### config.mk
export PLATFORM = sky130hd
export DESIGN_NAME = aes_ctr_reg
export DESIGN_NICKNAME = d
export VERILOG_FILES = /design/src/rtl/aes_ctr_reg.sv
export SDC_FILE = /design/constraint.sdc
export NUM_CORES = 1
export LEC_CHECK = 0
export ABC_AREA = 1
export CORE_MARGIN = 2
export CORE_UTILIZATION = 47
export CTS_CLUSTER_SIZE = 16
export DETAILED_ROUTE_END_ITERATION = 10
export GPL_TIMING_DRIVEN = 0
export PLACE_DENSITY_LB_ADDON = 0.3
export SLEW_MARGIN = 20
export SYNTH_ARGS = -nofsm -noshare
export SYNTH_HDL_FRONTEND = slang
export SYNTH_SLANG_ARGS = --single-unit
### constraint.sdc
create_clock -name clk_i -period 1.9 [get_ports clk_i]
set_input_delay 0.285 -clock clk_i [delete_from_list [all_inputs] [get_ports clk_i]]
set_output_delay 0.285 -clock clk_i [all_outputs]
set_load 0.02 [all_outputs]
### src/rtl/aes_ctr_reg.sv
// aes_ctr_reg: sliced 128-bit AES-CTR counter register with handshake FSM.
// An external FSM increments the counter one slice at a time.
//
// Ports:
//   clk_i, rst_i         clock, synchronous active-high reset
//   iv_load_i, iv_i      load the counter (IDLE only)
//   incr_req_i           level request for one increment
//   incr_ack_o           one-cycle pulse when the increment is done
//   busy_o               high whenever not IDLE
//   ctr_o                current counter value
//   fsm_incr_o           increment request to the counter FSM
//   fsm_ready_i          counter FSM ready
//   fsm_alert_i          counter FSM alert
//   ctr_slice_idx_i      slice index chosen by the FSM
//   ctr_slice_o          addressed slice (combinational)
//   ctr_slice_i          incremented slice from the FSM
//   ctr_we_i             slice write enable (legal in BUSY only)
//   alert_o              sticky fatal alert, cleared only by reset
//
// Optional feature: define AES_CTR_REG_PARITY_EN for one even-parity
// bit per slice, checked on the addressed slice in HANDSHAKE and BUSY.
module aes_ctr_reg #(
  parameter int SliceSize = 16,
  parameter int NumSlices = 8,
  localparam int CtrW = SliceSize * NumSlices,
  localparam int IdxW = (NumSlices > 1) ? $clog2(NumSlices) : 1
) (
  input  logic                 clk_i,
  input  logic                 rst_i,
  input  logic                 iv_load_i,
  input  logic [CtrW-1:0]      iv_i,
  input  logic                 incr_req_i,
  output logic                 incr_ack_o,
  output logic                 busy_o,
  output logic [CtrW-1:0]      ctr_o,
  output logic                 fsm_incr_o,
  input  logic                 fsm_ready_i,
  input  logic                 fsm_alert_i,
  input  logic [IdxW-1:0]      ctr_slice_idx_i,
  output logic [SliceSize-1:0] ctr_slice_o,
  input  logic [SliceSize-1:0] ctr_slice_i,
  input  logic                 ctr_we_i,
  output logic                 alert_o
);

  typedef enum logic [2:0] {
    IDLE      = 3'd0,
    HANDSHAKE = 3'd1,
    BUSY      = 3'd2,
    DONE      = 3'd3,
    ERROR     = 3'd4
  } state_t;

  state_t r_state;
  state_t w_state_d;

  logic [NumSlices-1:0][SliceSize-1:0] r_ctr;

  logic r_ack;
  logic r_incr;
  logic r_busy;
  logic r_alert;
  logic w_par_err;
  logic w_load;
  logic w_write;

  assign ctr_o       = r_ctr;
  assign ctr_slice_o = r_ctr[ctr_slice_idx_i];
  assign incr_ack_o  = r_ack;
  assign fsm_incr_o  = r_incr;
  assign busy_o      = r_busy;
  assign alert_o     = r_alert;

  assign w_load  = (r_state == IDLE) && iv_load_i;
  assign w_write = (r_state == BUSY) && ctr_we_i;

`ifdef AES_CTR_REG_PARITY_EN
  logic [NumSlices-1:0] r_par;

  assign w_par_err = ((r_state == HANDSHAKE) || (r_state == BUSY)) &&
                     ((^ctr_slice_o) != r_par[ctr_slice_idx_i]);

  always_ff @(posedge clk_i) begin
    if (rst_i) begin
      r_par <= '0;
    end else if (w_load) begin
      for (int k = 0; k < NumSlices; k++) begin
        r_par[k] <= ^iv_i[k*SliceSize +: SliceSize];
      end
    end else if (w_write) begin
      r_par[ctr_slice_idx_i] <= ^ctr_slice_i;
    end
  end
`else
  assign w_par_err = 1'b0;
`endif

  always_comb begin
    w_state_d = r_state;
    unique case (r_state)
      IDLE: begin
        // A load wins; the request is picked up once the load is gone.
        if (!iv_load_i && incr_req_i) w_state_d = HANDSHAKE;
      end
      HANDSHAKE: begin
        if (fsm_ready_i) w_state_d = BUSY;
      end
      BUSY: begin
        if (fsm_ready_i) w_state_d = DONE;
      end
      DONE:    w_state_d = IDLE;
      ERROR:   w_state_d = ERROR;
      default: w_state_d = ERROR;
    endcase
    if (r_state != ERROR) begin
      if (fsm_alert_i || w_par_err ||
          (ctr_we_i && (r_state != BUSY))) begin
        w_state_d = ERROR;
      end
    end
  end

  // Outputs are registered from the next state so they line up
  // exactly with the state they describe.
  always_ff @(posedge clk_i) begin
    if (rst_i) begin
      r_state <= IDLE;
      r_ctr   <= '0;
      r_ack   <= 1'b0;
      r_incr  <= 1'b0;
      r_busy  <= 1'b0;
      r_alert <= 1'b0;
    end else begin
      r_state <= w_state_d;
      r_ack   <= (w_state_d == DONE);
      r_incr  <= (w_state_d == HANDSHAKE);
      r_busy  <= (w_state_d != IDLE);
      r_alert <= (w_state_d == ERROR);
      if (w_load) begin
        r_ctr <= iv_i;
      end else if (w_write) begin
        r_ctr[ctr_slice_idx_i] <= ctr_slice_i;
      end
    end
  end

endmodule

# After elaboration in Yosys (flattened, before gate mapping)
# Cells that the tools add are included.
totals:
  register_bits: 135
  inputBits: 154
  out_inout_bits: 148
  elab_cells: 46
op_classes:
  order_cmp: 2
  n_eq_ne: 8
  n_mux: 13
  n_reduce_logical: 10
op_table:
  columns: ["operator", "count"]
  rows:
  - ["$mux W128", 2]
  - ["$bwmux W128", 1]
  - ["$bmux W16 S3", 1]
  - ["$demux W16 S3", 1]
  - ["$mux W16", 2]
  - ["$mux W3", 5]
  - ["$pmux W3 S4", 1]
  - ["$eq A3 B2 Y1 const B", 3]
  - ["$eq A3 B1 Y1 const B", 2]
  - ["$logic_and A1 B1 Y1", 5]
  - ["$lt A3 B4 Y1 const B", 1]
  - ["$eq A3 B3 Y1 const B", 1]
  - ["$ge A3 B1 Y1 const B", 1]
  - ["$logic_not A3 Y1", 1]
  - ["$ne A3 B2 Y1 const B", 1]
  - ["$ne A3 B3 Y1 const B", 1]
  - ["$reduce_bool A3 Y1", 1]
  - ["$reduce_bool A2 Y1", 1]
  - ["$logic_not A1 Y1", 1]
  - ["$logic_or A1 B1 Y1", 1]

# Logic depth before layout (Yosys ltp)
# Gate-level depths: netlist (run 1).
logic_depth:
  word_depth: 7
  depth_mapped: 10
  ltp_nobuf: 7

# Worst setup path before layout (run 1)
# OpenSTA, ideal clock, no wires.
synth_path:
  path_kind: "input -> output"
  from: "in ctr_slice_idx_i[0]"
  to: "out ctr_slice_o[12]"
  arrival_ns: 1.315
  t_required_ns: 1.615
  slack_ns: 0.300
  path_stages: 7
  n_path_buf: 3
  cell_sequence: "buf_2 > buf_6 > nand2_1 > clkbuf_1 > o22ai_1 > nor2_1 > nand2_1"
synth_between:
  elab_chain_len: 2
synth_lines:
  columns: ["element", "line", "source"]
  rows:
  - ["start, declared", "39", "input logic [IdxW-1:0] ctr_slice_idx_i,"]
  - ["$bmux W16 S3", "68", "assign ctr_slice_o = r_ctr[ctr_slice_idx_i];"]
  - ["$mux W16 (implied by the code)", "68", null]
  - ["end, declared", "40", "output logic [SliceSize-1:0] ctr_slice_o,"]
# No other way between the ends. The select of a mux whose other input is x is not followed.

# Worst setup path in the final report (run 1)
layout_path:
  from: "reg r_ctr (netlist bit ctr_o[65])"
  to: "out ctr_slice_o[1]"
layout_between:
  elab_chain_len: 2
layout_lines:
  columns: ["element", "line", "source"]
  rows:
  - ["start, declared", "57", "logic [NumSlices-1:0][SliceSize-1:0] r_ctr;"]
  - ["start signal, assigned", "140", "r_ctr <= iv_i;"]
  - ["start signal, assigned by index", "142", "r_ctr[ctr_slice_idx_i] <= ctr_slice_i;"]
  - ["$bmux W16 S3", "68", null]
  - ["$mux W16 (implied by the code)", "68", null]
# No other way between the ends. The select of a mux whose other input is x is not followed.

==> results.json, run 1 <==
{
  "p_leak_nw": 6.63,
  "cp_max_fo": 2,
  "drive_gt1_frac": 0.0876,
  "synth_top_area_frac": 0.300,
  "crit_start": "ctr_o[65]$_SDFFE_PP0P_",
  "hold_buffers": 0,
  "antenna_found_initial": 0,
  "fin_util": 0.701,
  "top_usage_layer": "met2",
  "synth.top_cells.by_area": "dfxtp_1 (30%), nand2_1 (25%), nor2_1 (14%), nand4_1 (9.0%), inv_1 (6.5%)",
  "critPathCapture": "ctr_slice_o[1]",
  "reg2reg_slack_ps": 40,
  "syn_area_mm2": 0.00901,
  "r2r-end": "ctr_o[34]$_SDFFE_PP0P_",
  "dieArea_mm2": 0.0203,
  "seq_area_mm2": 0.00271,
  "slew-limit-headroom": 0.534,
  "num_antenna_cells": 0,
  "holdCritPathClass": "in2reg",
  "finalHoldViolCount": 0,
  "fin_skew_ps": 7.58,
  "vias": 12600,
  "syn_avg_cell_area_um2": 5.48,
  "vdd_drop_max_v": 0.000615,
  "synth_largest_area_cell": "dfxtp_1",
  "cts_root_buffer": "clkbuf_16",
  "cp.required_ps": 1620,
  "io_pins": 302,
  "drtIter0Drc": 1447,
  "routed_wirelength_mm": 44.4,
  "ys.flop_type": "dfxtp_1",
  "grt_util_met2": 0.649,
  "synth-edff-count": 0,
  "drv_cap": 0,
  "synth_common_cells": "nand2_1 (612), nor2_1 (337), inv_1 (155), dfxtp_1 (135), nand4_1 (130)",
  "clk_path_buf_depth": 2,
  "placed_area_mm2": 0.0123,
  "fin_nets": 2116,
  "status": "finished clean",
  "clock-sinks": 135,
  "max_clock_freq_mhz": 532,
  "vias_per_cell": 5.68,
  "row_count": 50,
  "fp.dieW_um": 142,
  "ys_seq_area_frac": 0.300,
  "cpMaxStageDelayCell": "dfxtp_1",
  "design_area_mm2": 0.0132,
  "worst_slew_pin_slew_ps": 698,
  "fp.coreArea_mm2": 0.0188,
  "cp-end-kind": "output pin",
  "drc": 0,
  "h-tree-depth": 4,
  "routedWlPerCell_um": 20.1,
  "grt_pass1_wl_mm": 64.1,
  "yosysMostFrequentCell": "nand2_1",
  "worst-setup-path-type": "reg2out",
  "slowest_delay_ps": 350,
  "numCtsBuffers": 17,
  "overflow": 0,
  "synth_seq_cells": 135,
  "cts_tree": "yes",
  "first_global_vias": 11200,
  "multiInputGateArea_mm2": 0.00535,
  "crit_path_frequent_cell": "nand2_1",
  "dp_hpwl_mm": 34.2,
  "gr-usage-met3": 0.109,
  "cts.reportedPaths.clkPinSlew_ps": 70,
  "clk_latency_ps": 440,
  "syn2layout_area_growth_pct": 46.0,
  "p_per_area_mw_per_mm2": 691,
  "finalCriticalPeriod_ps": 1880,
  "cp_cell_sequence": "inv_1 -> o21ai_2 -> nand2_1 -> nand2_1 -> nand2_1 -> nand2_1 -> buf_2",
  "setup_viol_count_final": 0,
  "met1_usage": 0.553,
  "nFillCells": 1715,
  "antenna_left": 0,
  "gp_congestion": 1.04,
  "syn_inst": 1644,
  "totalNegativeSetupSlack_ps": 0,
  "maxSlewViolCount": 0,
  "ys_warn_count": 0,
  "finalPower_mw": 9.10,
  "synth_nets": 1798,
  "synth_cell_types": 18,
  "async_reset_ff_frac": 0,
  "fin_crit_sh": 0.990,
  "critPathArrivalTime_ps": 1600,
  "firstDrtPassIters": 8,
  "grt_max_degree": 17,
  "worstRegToRegCells": 7,
  "io_buffer_count": 298,
  "initial_core_util": 0.480,
  "track_usage": 0.423,
  "die_y_um": 142,
  "r2r-start": "r_state[2]$_SDFF_PP0_",
  "worst_setup_path_start_kind": "flip-flop"
}
[layer usage]
metal  part of all wire  vias up
met1               0.38     5684
met4              0.053        0
li1                   -     5765
met3               0.14      163
met2               0.43      943
met5                  0        -
[power breakdown]
part	internal [mW]	switching, mW
combinational	0.978	1.49
clock	1.90	1.60
sequential	3.00	0.129
total	5.87	3.22
[registers in the layout, summed over array words and instances (netlist names)]
name and flops:
r_state 3, fsm_incr_o 1, ctr_o 128, busy_o 1, incr_ack_o 1, alert_o 1
[how the worst min path moves through the flow]
stage	from	endpoint	slack, ps	depth (start not counted)
after floorplan	rst_i	r_state[1]$_SDFF_PP0_	360	1
after global placement	ctr_o[81]$_SDFFE_PP0P_	ctr_o[81]$_SDFFE_PP0P_	510	4
after detailed placement	ctr_o[52]$_SDFFE_PP0P_	ctr_o[52]$_SDFFE_PP0P_	520	4
after CTS	rst_i	r_state[1]$_SDFF_PP0_	430	2
after global routing	rst_i	r_state[1]$_SDFF_PP0_	450	2
final	rst_i	r_state[1]$_SDFF_PP0_	440	2
[metrics by stage]
step                hold WS (ps)  instances  worst slack (ps)
CTS                          435       2209              7.76
floorplan                    357       1644               300
detailed placement           518       2176              -784
global route                 448       2209             -28.6
finish                       440       2209              19.9
global placement             514       2176              -765
[what timing repair did]
action / CTS / global route
pin swaps: 7 / 10
setup buffers: 1 / 0
endpoints found under the setup margin: 25 / 23
resized for setup: 134 / 58
[worst max-delay path, delay by kind of cell, from the launching register on]
family	cells	cell delay [ps]
AOI/OAI and AO/OA	1	210
buffers and inverters	2	240
DFF	1	350
and+or+nand+nor	4	350
[area by class of cell]
type	count	area share
clock inverters	15	0.0139
multi-input cells	1226	0.407
flip-flops and latches	135	0.206
inverters	158	0.0451
plain buffers	125	0.0503
clock buffers	17	0.0323
repair buffers	299	0.223
well taps	234	0.0222
[placed cells by master (no fill, tap or decap), types with 7 or more instances in the layout]
| cell type | count |
|---|---|
| dfxtp_1 | 129 |
| o21ai_0 | 18 |
| nand2_1 | 603 |
| o21ai_1 | 10 |
| clkbuf_1 | 47 |
| buf_4 | 15 |
| clkdlybuf4s50_1 | 282 |
| nand2_2 | 8 |
| clkbuf_16 | 17 |
| buf_2 | 50 |
| o22ai_1 | 18 |
| nor2_1 | 335 |
| clkbuf_2 | 10 |
| o21ai_2 | 7 |
| inv_1 | 151 |
| nand3_1 | 72 |
| nand4_1 | 130 |
[logic make-up after synthesis]
family,Yosys count,synth area share
simple gates,1160,0.532
buf+inv,283,0.128
flops,135,0.300
compound gates,66,0.0400
Note: power is estimated with default switching activity, not from simulation.
==> run 2: changes to the inputs <==
--- a/config.mk
+++ b/config.mk
@@ -6,8 +6,10 @@
 export NUM_CORES = 1
 export LEC_CHECK = 0
 export ABC_AREA = 1
+export CELL_PAD_IN_SITES_DETAIL_PLACEMENT = 1
+export CELL_PAD_IN_SITES_GLOBAL_PLACEMENT = 1
 export CORE_MARGIN = 2
-export CORE_UTILIZATION = 47
+export CORE_UTILIZATION = 30
 export CTS_CLUSTER_SIZE = 16
 export DETAILED_ROUTE_END_ITERATION = 10
 export GPL_TIMING_DRIVEN = 0
==> results.json, run 2 (synthesis gave the netlist of run 1 again) <==
{
  "overflow": 0,
  "fin_skew_ps": 11.4,
  "crit_start": "ctr_slice_idx_i[0]",
  "antenna_found_initial": 2,
  "drv_cap": 0,
  "maxSlewViolCount": 0,
  "slowest_delay_ps": 260,
  "routed_wirelength_mm": 51.1,
  "row_count": 63,
  "p_leak_nw": 6.68,
  "routedWlPerCell_um": 21.6,
  "failed_checks": "negative setup slack",
  "holdCritPathClass": "in2reg",
  "rsz0062_at_grt": "true",
  "die_y_um": 177,
  "design_area_mm2": 0.0135,
  "drive_gt1_frac": 0.107,
  "cts.reportedPaths.clkPinSlew_ps": 60,
  "slew-limit-headroom": 0.506,
  "setup_viol_count_final": 1,
  "io_pins": 302,
  "clk_latency_ps": 440,
  "drtIter0Drc": 1015,
  "clk_path_buf_depth": 2,
  "initial_core_util": 0.304,
  "setup_ws_ps": -21.3,
  "r2r-start": "r_state[0]$_SDFF_PP0_",
  "fin_nets": 2116,
  "worst-setup-path-type": "in2out",
  "crit_path_frequent_cell": "nand2_1",
  "cp.required_ps": 1620,
  "hold_buffers": 0,
  "grt_pass1_wl_mm": 73.9,
  "io_buffer_count": 298,
  "vias": 12300,
  "finalHoldViolCount": 0,
  "placed_area_mm2": 0.0125,
  "hold_end": "r_state[1]$_SDFF_PP0_",
  "clock-sinks": 135,
  "drc": 0,
  "numCtsBuffers": 17,
  "fin_crit_sh": 1.01,
  "track_usage": 0.319,
  "cts_root_buffer": "clkbuf_16",
  "cp_max_fo": 10,
  "worst_slew_pin_slew_ps": 742,
  "r2r-end": "ctr_o[79]$_SDFFE_PP0P_",
  "cp_cell_sequence": "clkbuf_4 -> buf_8 -> clkbuf_4 -> o21ai_2 -> nand2_1 -> nand2_1 -> nand2_1 -> nand2_1 -> clkdlybuf4s15_2",
  "cpMaxStageDelayCell": "clkdlybuf4s15_2",
  "final_cell_mix": "nand2_1 (588), nor2_1 (330), clkdlybuf4s50_1 (282)",
  "dieArea_mm2": 0.0314,
  "fp.dieW_um": 177,
  "hold_depth": 2,
  "largest_register_ffs": 128,
  "syn2layout_area_growth_pct": 50.0,
  "finalCriticalPeriod_ps": 1920,
  "layout_commonest_cell": "nand2_1",
  "path_buf_inv": 4,
  "cp_top_family": "buffers and inverters",
  "p_per_area_mw_per_mm2": 694,
  "max_clock_freq_mhz": 520,
  "vdd_drop_max_v": 0.000494,
  "fp.coreArea_mm2": 0.0296,
  "cts_tree": "yes",
  "min_from": "rst_i",
  "place_ws_ps": -802,
  "worst_setup_path_start_kind": "input pin",
  "status": "complete, but fails checks",
  "grt_max_degree": 17,
  "worstRegToRegCells": 7,
  "first_global_vias": 12300,
  "antenna_left": 0,
  "path_depth": 9,
  "dp_hpwl_mm": 40.3,
  "firstDrtPassIters": 5,
  "vias_per_cell": 5.20,
  "reg2reg_slack_ps": 60,
  "h-tree-depth": 4,
  "cp-end-kind": "output pin",
  "critPathArrivalTime_ps": 1640,
  "gp_congestion": 0.928
}
## run 2: cell types whose count changed in the layout (fill, tap and decap cells not counted), moves of 4 or more
cell      change
inv_8         -6
nor2_2        +4
clkbuf_1      -6
dfxtp_2       +8
nand2_1      -15
buf_2         -9
dfxtp_1       -8
buf_4         +5
clkbuf_2      +7
nand2_2      +14
nor2_1        -5
## run 2: stage by stage
| stage | total power, mW | setup TNS (ps) | util | hold slack, ps | cells |
|---|---|---|---|---|---|
| 2_1_floorplan | 4.34 | 0 | - | 357 | 1644 |
| 3_5_place_dp | 5.60 | -46420 | 0.421 | 532 | 2332 |
| 6_report | 9.38 | -21.3 | 0.456 | 429 | 2364 |
| 4_1_cts | 9.28 | -271 | 0.448 | 420 | 2363 |
| 5_1_grt | 9.70 | -216 | 0.456 | 452 | 2364 |
| 3_3_place_gp | 5.55 | -40120 | 0.421 | 516 | 2332 |
## run 2: worst max-delay path by stage
stage	endpoint	slack [ps]
2_1_floorplan	ctr_slice_o[12]	300
3_3_place_gp	ctr_slice_o[11]	-850
3_5_place_dp	ctr_slice_o[11]	-800
4_1_cts	ctr_slice_o[11]	-80
5_1_grt	ctr_o[79]$_SDFFE_PP0P_	-60
6_report	ctr_slice_o[15]	-20
## run 2: area by class of cell
type                       instances  area, µm²
sequential                       135       2720
clock buffer                      19        453
timing repair buffer             299       2950
clock inverter                    11        173
buffer                           125        677
fill                            4034      16100
multi-input combinational       1226       5470
inverter                         158        593
antenna                            1       2.50
tap                              390        488
## run 2: per-layer routing
layer  vias up  wire, µm  track usage
met5         -         9            0
met4         2      2140        0.131
met3       113      4190       0.0529
met2       550     22900        0.509
met1      5868     21800        0.426
li1       5752         -            -
## run 2: power by group
part,switching [mW],internal (mW)
Clock,1.44,2.26
Sequential,0.140,3.00
Combinational,1.55,0.993
Total,3.13,6.25
## run 2: what timing repair did
action                                  4_1_cts  5_1_grt
pin swaps                                     4       13
gates resized for setup                     140      121
setup buffers                                 1        0
endpoints found under the setup margin      142       72
